**config.mk**
```make
export PLATFORM = sky130hd
export DESIGN_NAME = fetch_prefetcher
export DESIGN_NICKNAME = d
export VERILOG_FILES = /design/src/rtl/fetch_prefetcher.sv
export SDC_FILE = /design/constraint.sdc
export NUM_CORES = 1
export LEC_CHECK = 0
export ABC_AREA = 1
export CORE_ASPECT_RATIO = 0.8
export CORE_MARGIN = 8
export CORE_UTILIZATION = 50
export CTS_BUF_LIST = sky130_fd_sc_hd__clkbuf_4 sky130_fd_sc_hd__clkbuf_8 sky130_fd_sc_hd__clkbuf_16
export CTS_CLUSTER_SIZE = 24
export DETAILED_ROUTE_END_ITERATION = 10
export DONT_BUFFER_PORTS = 1
export PLACE_DENSITY = 0.63
export SYNTH_ARGS = -nofsm -noshare
export SYNTH_HDL_FRONTEND = slang
export SYNTH_SLANG_ARGS = --single-unit
```
**constraint.sdc**
```tcl
create_clock -name clk -period 3.56 [get_ports clk]
set_input_delay 0.534 -clock clk [delete_from_list [all_inputs] [get_ports clk]]
set_output_delay 0.534 -clock clk [all_outputs]
set_load 0.02 [all_outputs]
```
**src/rtl/fetch_prefetcher.sv**
```systemverilog
// fetch_prefetcher: instruction-fetch front end.
//   Issues word-aligned requests on a req/gnt/rvalid bus and pushes responses into
//   a small registered skid FIFO. The FIFO feeds the downstream realign buffer.
//   A redirect clears the buffer, flushes the skid and squashes in-flight responses.
//   Request credit covers granted requests, queued skid entries and pending squashes,
//   so the skid can never overflow.
// Ports:
//   clk, rst_n                        clock, asynchronous active-low reset
//   fetch_en_i                        core allows fetching
//   redirect_i, redirect_addr_i       one-cycle redirect strobe and new halfword PC
//   instr_req_o, instr_addr_o         memory request and word address
//   instr_gnt_i                       memory accepted the request
//   instr_rvalid_i, instr_rdata_i     in-order response
//   buf_clear_o, buf_read_offset_o    realign buffer clear and halfword offset
//   buf_write_en_o, buf_instr_o,
//   buf_addr_o                        skid head written into the buffer
//   buf_full_i                        buffer cannot accept a word
//   perf_stall_cnt_o,
//   perf_discard_cnt_o                optional counters, present when FETCH_PERF_CNT_EN is defined
module fetch_prefetcher #(
   parameter int unsigned RISCV_ADDR_WIDTH = 32,
   parameter int unsigned RISCV_WORD_WIDTH = 32,
   parameter int unsigned MAX_OUTSTANDING  = 2,
   parameter logic [RISCV_ADDR_WIDTH-1:0] BOOT_ADDR = '0
) (
   input  logic                        clk,
   input  logic                        rst_n,
   input  logic                        fetch_en_i,
   input  logic                        redirect_i,
   input  logic [RISCV_ADDR_WIDTH-1:0] redirect_addr_i,
   output logic                        instr_req_o,
   output logic [RISCV_ADDR_WIDTH-1:0] instr_addr_o,
   input  logic                        instr_gnt_i,
   input  logic                        instr_rvalid_i,
   input  logic [RISCV_WORD_WIDTH-1:0] instr_rdata_i,
   output logic                        buf_clear_o,
   output logic                        buf_read_offset_o,
   output logic                        buf_write_en_o,
   output logic [RISCV_WORD_WIDTH-1:0] buf_instr_o,
   output logic [RISCV_ADDR_WIDTH-1:0] buf_addr_o,
   input  logic                        buf_full_i
`ifdef FETCH_PERF_CNT_EN
   ,
   output logic [31:0]                 perf_stall_cnt_o,
   output logic [31:0]                 perf_discard_cnt_o
`endif
);

   localparam int unsigned AW = RISCV_ADDR_WIDTH;
   localparam int unsigned WW = RISCV_WORD_WIDTH;
   localparam logic [3:0] MaxOut  = 4'(MAX_OUTSTANDING);
   localparam logic [1:0] LastPtr = 2'(MAX_OUTSTANDING - 1);

   typedef enum logic [1:0] {StIdle, StRun, StSquash} state_e;

   state_e          state_q, state_d;
   logic [AW-1:0]   fetch_addr_q, fetch_addr_d;
   logic [2:0]      outstanding_q, outstanding_d;
   logic [2:0]      discard_q, discard_d;
   logic [2:0]      skid_cnt_q, skid_cnt_d;
   logic [1:0]      wr_ptr_q, wr_ptr_d, rd_ptr_q, rd_ptr_d;
   logic [WW-1:0]   skid_data_q [4];
   logic [AW-1:0]   skid_addr_q [4];

   logic [3:0]      credit_sum;
   logic [3:0]      in_flight;
   logic            grant, drop, push, pop;
   logic [AW-1:0]   resp_addr;
   logic            unused_addr_bit;

   assign unused_addr_bit = redirect_addr_i[0];

   function automatic logic [1:0] ptr_inc(input logic [1:0] p);
      return (p == LastPtr) ? 2'd0 : p + 2'd1;
   endfunction

   assign credit_sum  = {1'b0, outstanding_q} + {1'b0, skid_cnt_q} + {1'b0, discard_q};
   assign instr_req_o = fetch_en_i & ~redirect_i & (credit_sum < MaxOut);
   assign instr_addr_o = fetch_addr_q;
   assign grant = instr_req_o & instr_gnt_i;
   assign drop  = instr_rvalid_i & (discard_q != 3'd0);
   assign push  = instr_rvalid_i & (discard_q == 3'd0) & ~redirect_i;
   assign pop   = (skid_cnt_q != 3'd0) & ~buf_full_i & ~redirect_i;

   // Responses are in order, so the oldest live request sits `outstanding` words behind.
   assign resp_addr = fetch_addr_q - AW'({outstanding_q, 2'b00});

   assign buf_clear_o       = redirect_i;
   assign buf_read_offset_o = redirect_i & redirect_addr_i[1];
   assign buf_write_en_o    = pop;
   assign buf_instr_o       = skid_data_q[rd_ptr_q];
   assign buf_addr_o        = skid_addr_q[rd_ptr_q];

   // Everything still on the bus after a redirect becomes a pending squash.
   assign in_flight = {1'b0, outstanding_q} + {1'b0, discard_q};

   always_comb begin
      fetch_addr_d  = fetch_addr_q;
      outstanding_d = outstanding_q;
      discard_d     = discard_q;
      skid_cnt_d    = skid_cnt_q;
      wr_ptr_d      = wr_ptr_q;
      rd_ptr_d      = rd_ptr_q;
      if (redirect_i) begin
         fetch_addr_d  = {redirect_addr_i[AW-1:2], 2'b00};
         outstanding_d = 3'd0;
         skid_cnt_d    = 3'd0;
         wr_ptr_d      = 2'd0;
         rd_ptr_d      = 2'd0;
         if (instr_rvalid_i && in_flight != 4'd0) begin
            discard_d = (in_flight - 4'd1 > MaxOut) ? MaxOut[2:0] : 3'(in_flight - 4'd1);
         end else begin
            discard_d = (in_flight > MaxOut) ? MaxOut[2:0] : in_flight[2:0];
         end
      end else begin
         if (grant) fetch_addr_d = fetch_addr_q + AW'(4);
         outstanding_d = outstanding_q + {2'b00, grant} - {2'b00, push};
         discard_d     = discard_q - {2'b00, drop};
         skid_cnt_d    = skid_cnt_q + {2'b00, push} - {2'b00, pop};
         if (push) wr_ptr_d = ptr_inc(wr_ptr_q);
         if (pop)  rd_ptr_d = ptr_inc(rd_ptr_q);
      end
   end

   always_comb begin
      state_d = state_q;
      unique case (state_q)
         StIdle: begin
            if (fetch_en_i) state_d = (discard_d != 3'd0) ? StSquash : StRun;
         end
         StRun: begin
            if (!fetch_en_i)             state_d = StIdle;
            else if (discard_d != 3'd0)  state_d = StSquash;
         end
         StSquash: begin
            if (!fetch_en_i)             state_d = StIdle;
            else if (discard_d == 3'd0)  state_d = StRun;
         end
         default: state_d = StIdle;
      endcase
   end

   always_ff @(posedge clk or negedge rst_n) begin
      if (!rst_n) begin
         state_q       <= StIdle;
         fetch_addr_q  <= {BOOT_ADDR[AW-1:2], 2'b00};
         outstanding_q <= 3'd0;
         discard_q     <= 3'd0;
         skid_cnt_q    <= 3'd0;
         wr_ptr_q      <= 2'd0;
         rd_ptr_q      <= 2'd0;
      end else begin
         state_q       <= state_d;
         fetch_addr_q  <= fetch_addr_d;
         outstanding_q <= outstanding_d;
         discard_q     <= discard_d;
         skid_cnt_q    <= skid_cnt_d;
         wr_ptr_q      <= wr_ptr_d;
         rd_ptr_q      <= rd_ptr_d;
      end
   end

   always_ff @(posedge clk or negedge rst_n) begin
      if (!rst_n) begin
         for (int i = 0; i < 4; i++) begin
            skid_data_q[i] <= '0;
            skid_addr_q[i] <= '0;
         end
      end else if (push) begin
         skid_data_q[wr_ptr_q] <= instr_rdata_i;
         skid_addr_q[wr_ptr_q] <= resp_addr;
      end
   end

`ifdef FETCH_PERF_CNT_EN
   logic [31:0] stall_cnt_q, discard_cnt_q;

   always_ff @(posedge clk or negedge rst_n) begin
      if (!rst_n) begin
         stall_cnt_q   <= 32'd0;
         discard_cnt_q <= 32'd0;
      end else begin
         if (instr_req_o && !instr_gnt_i) stall_cnt_q <= stall_cnt_q + 32'd1;
         // A response in the redirect cycle is squashed as well.
         if (instr_rvalid_i && (redirect_i || discard_q != 3'd0)) begin
            discard_cnt_q <= discard_cnt_q + 32'd1;
         end
      end
   end

   assign perf_stall_cnt_o   = stall_cnt_q;
   assign perf_discard_cnt_o = discard_cnt_q;
`endif

endmodule
```
==> results of run 1 <==
## state kept, by name, summed over array words and instances (netlist names)
signal	cells
skid_addr_q	120
skid_data_q	128
wr_ptr_q	2
skid_cnt_q	3
outstanding_q	3
rd_ptr_q	2
discard_q	3
instr_addr_o	30
## stage by stage
stage	hold slack [ps]	cells	setup WS, ps	area [um2]
CTS	-370	2266	227	16300
finish	-341	2266	241	16300
floorplan	238	1926	99.7	15000
global route	-366	2266	7.71	16300
detailed placement	249	2207	251	15100
global placement	250	2207	249	15100
## layer usage
metal | up-vias | wire [um] | global-route usage (%)
met5 | - | 0 | 0
met4 | 0 | 846 | 5.48
met3 | 63 | 2440 | 3.88
met2 | 369 | 18300 | 35.9
met1 | 5923 | 19500 | 33.0
li1 | 6114 | - | -
## final timing paths
kind,startpoint,to
setup / recovery,discard_q[1],outstanding_q[2]
hold / removal,rst_n,skid_data_q[27]
setup reg to reg,discard_q[1],outstanding_q[2]
hold reg to reg,skid_data_q[56],skid_data_q[56]
max in group asynchronous,rst_n,skid_addr_q[79]
min in group clk,redirect_i,instr_addr_o[5]
## power groups by stage
stage / logic (mW) / registers [mW] / clock network, mW
finish: 4.28 / 4.73 / 3.64
global route: 4.81 / 4.82 / 3.86
CTS: 4.32 / 4.72 / 3.72
detailed placement: 4.30 / 4.78 / 0
global placement: 4.23 / 4.76 / 0
floorplan: 3.43 / 4.49 / 0
## layout make-up
type / count / area [um2]
clock buffers: 39 / 873
clock inverters: 19 / 288
fillers: 2791 / 13200
inverters: 144 / 544
multi-input cells: 1377 / 6640
flip-flops and latches: 291 / 7290
well taps: 377 / 472
repair buffers: 19 / 170
## cells in the mapped netlist (all sizes together) (8+ instances only)
cell,instances,area share (%)
nand3,78,2.7
nor2,222,5.9
nand2,561,14
o21ai,347,13
buf,42,2.0
nor3,18,0.74
o22ai,62,2.6
nand4,9,0.38
inv,142,3.6
ha,18,1.5
a21oi,8,0.27
dfrtp,291,49
clkbuf,72,1.8
xor2,23,1.4
## logic make-up (layout without fill, tap and decap cells)
group / count (synthesis) / count (layout) / share of synthesized area [%]
other: 1 / 4 / 0.0250
buffers and inverters: 258 / 221 / 7.40
AO/OA/AOI/OAI: 429 / 429 / 16.0
adder cells (fa/ha/maj): 25 / 25 / 2.44
flip-flops: 291 / 291 / 48.6
XOR/XNOR: 25 / 25 / 1.51
AND/OR/NAND/NOR: 894 / 894 / 24.1
## critical path: cells and delay by family (launching register included)
kind | cells | cell delay (ps)
and+or+nand+nor | 4 | 480
adders and majority gates | 6 | 1870
DFF | 1 | 420
xor gates and xnor gates | 1 | 170
buffers and inverters | 5 | 300
==> impl_metrics.toml, run 1 <==
[timing]
max_freq_mhz = 301
setup_viol = 0
rsz0062_at_grt = "no"
report.final.slew_viol_count = 0
fin_skew_ps = 13.6
hold_violations = 291
holdWs_ps = -341
post-route-min-period_ps = 3320
relSlewSlack_pct = 47.3
fin_crit_sh_pct = 93.2
worstMarginPinSlew_ps = 790
setup_tns_ps = 0

[setup_path]
arrival_ps = 3820
cp_cell_sequence = "inv_1, fa_1, inv_1, ha_1, inv_1, fa_1, nand3_1, nor2_2, nand2_1, ha_1, inv_1, ha_1, inv_1, fa_1, xor2_1, nor2_1"
cp-start-kind = "flip-flop"
crit_type = "flip-flop to flip-flop"
worst_path_most_repeated_cell = "inv_1"
cp_max_fo = 5
crit_path_end_kind = "flip-flop"
reg2reg_depth = 16
required_ps = 4060
rrSetupSlack_ps = 240
slowest_stage = "fa_1"
slowest_delay_ps = 470

[drt]
finalWirelength_um = 41100
num_vias = 12500
drt_iter0_markers = 1260
wire_per_inst_um = 18.2
antenna_left = 0
dr.pass1.iters = 5
via_per_inst = 5.50
post-route-drc-count = 0

[synthesis]
yosysWarnings = 0
ys.flop_type = "dfrtp_1"
postSynthAreaPerCell_um2 = 7.80
synth.yosys.seq_area_share_pct = 48.6
syn_area_um2 = 15000
postSynthCellCount = 1923
synth-edff-count = 0
ys_types = 42
synth-async-reset-ratio_pct = 100
ys_ff_latch = 291

[power]
seqPwrFrac_pct = 37.4
p_leak_nw = 7.98
internal_power_mw = 7.43
p_sw_mw = 5.21
ir_drop_v = 0.000411
comb_power_share_pct = 33.8
power_density_nw_per_um2 = 777
switching_share_pct = 41.2
finalPower_mw = 12.6
p_clk_share_pct = 28.8

[cts]
clockBufferDepth = 3
clk-insertion-delay-late_ps = 580
ctsResizeCount = 0
cts_buffers = 31
htree_num_levels = 1
clock-sinks = 291
ctsRootBufferMaster = "clkbuf_16"
postCtsSetupRepairBufs = 0
cts_tree = "done"
holdBufCountCts = 1
clk_pin_slew_worst_paths_ps = 60

[run_status]
status = "complete, but fails checks"
violations = "hold timing"

[finish]
synthToLayoutAreaGrowth_pct = 8.56
drive_gt1_share_pct = 7.36
fin_util_pct = 55.3
final_common_cell = "nand2_1"
layout_common_cells = "nand2_1 (558), o21ai_0 (295), dfrtp_1 (289), nor2_1 (215), inv_1 (140)"
antenna_cells = 0
num-nets-final = 1960

[global_routing]
grt-ovfl-total = 0
antenna_found_initial = 0
grt_pass1_wl_um = 66900
first_global_vias = 11900
track_usage_pct = 22.9
grt_start_max_net_pins = 292

[min_path]
hp-class = "input pin to asynchronous set/reset pin"

[placement]
dpl.hpwl_um = 25800
gp_congestion = 0.896
portBuffers = 0

[floorplanning]
pin_count = 171
die_h_um = 171
initial_utilization_pct = 51.0
rows = 56
die-area_um2 = 35800
core_area_um2 = 29400
die_x_um = 210

[flow_run]
drv_cap = 0
Note: power is estimated with default switching activity, not from simulation.
==> inputs of run 2 (changes only) <==
--- a/config.mk
+++ b/config.mk
@@ -13,7 +13,7 @@
 export CTS_CLUSTER_SIZE = 24
 export DETAILED_ROUTE_END_ITERATION = 10
 export DONT_BUFFER_PORTS = 1
-export PLACE_DENSITY = 0.63
+export PLACE_DENSITY = 0.66
 export SYNTH_ARGS = -nofsm -noshare
 export SYNTH_HDL_FRONTEND = slang
 export SYNTH_SLANG_ARGS = --single-unit
==> constraint.sdc (replaced) <==
create_clock -name clk -period 3 [get_ports clk]
set_input_delay 0.45 -clock clk [delete_from_list [all_inputs] [get_ports clk]]
set_output_delay 0.45 -clock clk [all_outputs]
set_load 0.02 [all_outputs]
==> run 2 against run 1 <==
- utilization is 1.6 points higher
- via count is 3.1% higher
- critical endpoint unchanged
- non-clock buffer count is 33 higher
- die area stayed put
- final cell count is 1.5% higher
- setup slack worse by 280 ps
- highest routed layer unchanged
- wire length is 0.28% higher
- the flow finishes with violations (hold timing, setup timing)
- clock power is 21% higher
==> impl_metrics.toml, run 2 (same netlist as run 1, synthesis figures left out) <==
[run_status]
status = "complete, but fails checks"
violations = "hold timing, setup timing"

[drt]
post-route-drc-count = 0
finalWirelength_um = 41300
drt_iter0_markers = 1259
antenna_left = 0
num_vias = 12900
dr.pass1.iters = 6
via_per_inst = 5.59
wire_per_inst_um = 17.9

[floorplanning]
die-area_um2 = 35800
initial_utilization_pct = 51.0
die_x_um = 210
rows = 56
pin_count = 171
core_area_um2 = 29400
die_h_um = 171

[setup_path]
worst_path_most_repeated_cell = "inv_2"
cp_cell_sequence = "inv_2, fa_1, inv_1, ha_2, inv_2, fa_1, nand3_2, nor2_4, nand2_4, ha_4, inv_4, ha_4, inv_2, fa_2, xor2_1, nor2_1"
endpoint = "outstanding_q[2]"
path_depth = 16
r2r_end = "outstanding_q[2]"
reg2reg_depth = 16
arrival_ps = 3430
reg2reg_from = "discard_q[1]"
required_ps = 3390
rrSetupSlack_ps = -40
slowest_delay_ps = 510
crit_type = "flip-flop to flip-flop"
worst-path-buf-inv = 5
cp_top_family = "adder cells"
cp_max_fo = 2
crit_path_end_kind = "flip-flop"
critPathLaunch = "discard_q[1]"
slowest_stage = "fa_1"
cp-start-kind = "flip-flop"

[global_routing]
grt_pass1_wl_um = 67000
first_global_vias = 12300
grt-ovfl-total = 0
grt_start_max_net_pins = 292
antenna_found_initial = 0
track_usage_pct = 23.0

[timing]
worstMarginPinSlew_ps = 765
layout_setup_ws_ps = -42.9
holdWs_ps = -343
report.final.slew_viol_count = 0
max_freq_mhz = 329
fin_skew_ps = 20.6
setup_viol = 2
post-route-min-period_ps = 3040
relSlewSlack_pct = 49.0
fin_crit_sh_pct = 101
rsz0062_at_grt = "yes"
setup_tns_ps = -77.6
hold_violations = 291

[cts]
htree_num_levels = 2
cts_buffers = 34
clock-sinks = 291
ctsRootBufferMaster = "clkbuf_16"
clk_pin_slew_worst_paths_ps = 60
holdBufCountCts = 4
clockBufferDepth = 3
clk-insertion-delay-late_ps = 510
cts_tree = "done"

[finish]
fin_util_pct = 56.9
layout_common_cells = "nand2_1 (557), o21ai_0 (295), dfrtp_1 (288), nor2_1 (215), inv_1 (134)"
synthToLayoutAreaGrowth_pct = 11.6
num-nets-final = 1996
largest-register = "skid_data_q"
largest_reg_flops = 128
antenna_cells = 0
drive_gt1_share_pct = 9.62
final_common_cell = "nand2_1"

[power]
p_leak_nw = 8.23
finalPower_mw = 15.6
ir_drop_v = 0.000511
power_density_nw_per_um2 = 929

[placement]
dpl.hpwl_um = 26100
dp_worst_setup_slack_ps = -80.8
portBuffers = 0
gp_congestion = 0.924

[flow_run]
drv_cap = 0

[min_path]
hp-class = "input pin to asynchronous set/reset pin"
## run 2: routing by layer
| layer | up-vias | track usage, % | routed length [um] | part of all wire, % |
|---|---|---|---|---|
| met1 | 6144 | 32.2 | 18900 | 46 |
| met3 | 66 | 5.36 | 3280 | 8.0 |
| li1 | 6195 | - | - | - |
| met5 | - | 0 | 0 | 0 |
| met4 | 0 | 6.64 | 902 | 2.2 |
| met2 | 452 | 35.6 | 18200 | 44 |
## run 2: layout make-up
cell class,count,area (um2)
fillers,2685,12700
clock buffers,56,1120
repair buffers,52,513
multi-input cells,1377,6700
flip-flops and latches,291,7290
clock inverters,4,95.1
inverters,144,547
well taps,377,472
## run 2: through the flow
step,instance area [um2],std cells
6_report,16700,2301
5_1_grt,16700,2301
4_1_cts,16700,2298
3_5_place_dp,15400,2234
3_3_place_gp,15400,2234
2_1_floorplan,15000,1926
## run 2: what timing repair did
item,4_1_cts,5_1_grt
setup buffers,0,3
hold endpoints to repair,297,291
resized for setup,6,3
endpoints found under the setup margin,3,4
pin swaps,9,9
## run 2: worst reg2reg max path, cell delays in order (launching register included)
cell     delay (ps)
dfrtp_1         400
inv_2            70
fa_1            400
inv_1            70
ha_2            170
inv_2            40
fa_1            510
nand3_2         100
nor2_4          130
nand2_4          70
ha_4            220
inv_4            60
ha_4            120
inv_2            30
fa_2            330
xor2_1          170
nor2_1           60
## run 2: worst min path at each step
stage                     start               to  slack, ps
after floorplan           rst_n     discard_q[0]        150
after global placement    rst_n  skid_data_q[27]        170
after detailed placement  rst_n   skid_addr_q[3]        170
after CTS                 rst_n  instr_addr_o[7]       -380
after global routing      rst_n  skid_addr_q[99]       -370
final                     rst_n  skid_addr_q[39]       -340
## run 2: where the power goes
part           internal (mW)  switching (mW)
logic                   1.77            3.85
clock network           2.81            1.60
registers               4.73           0.788
total                   9.31            6.24
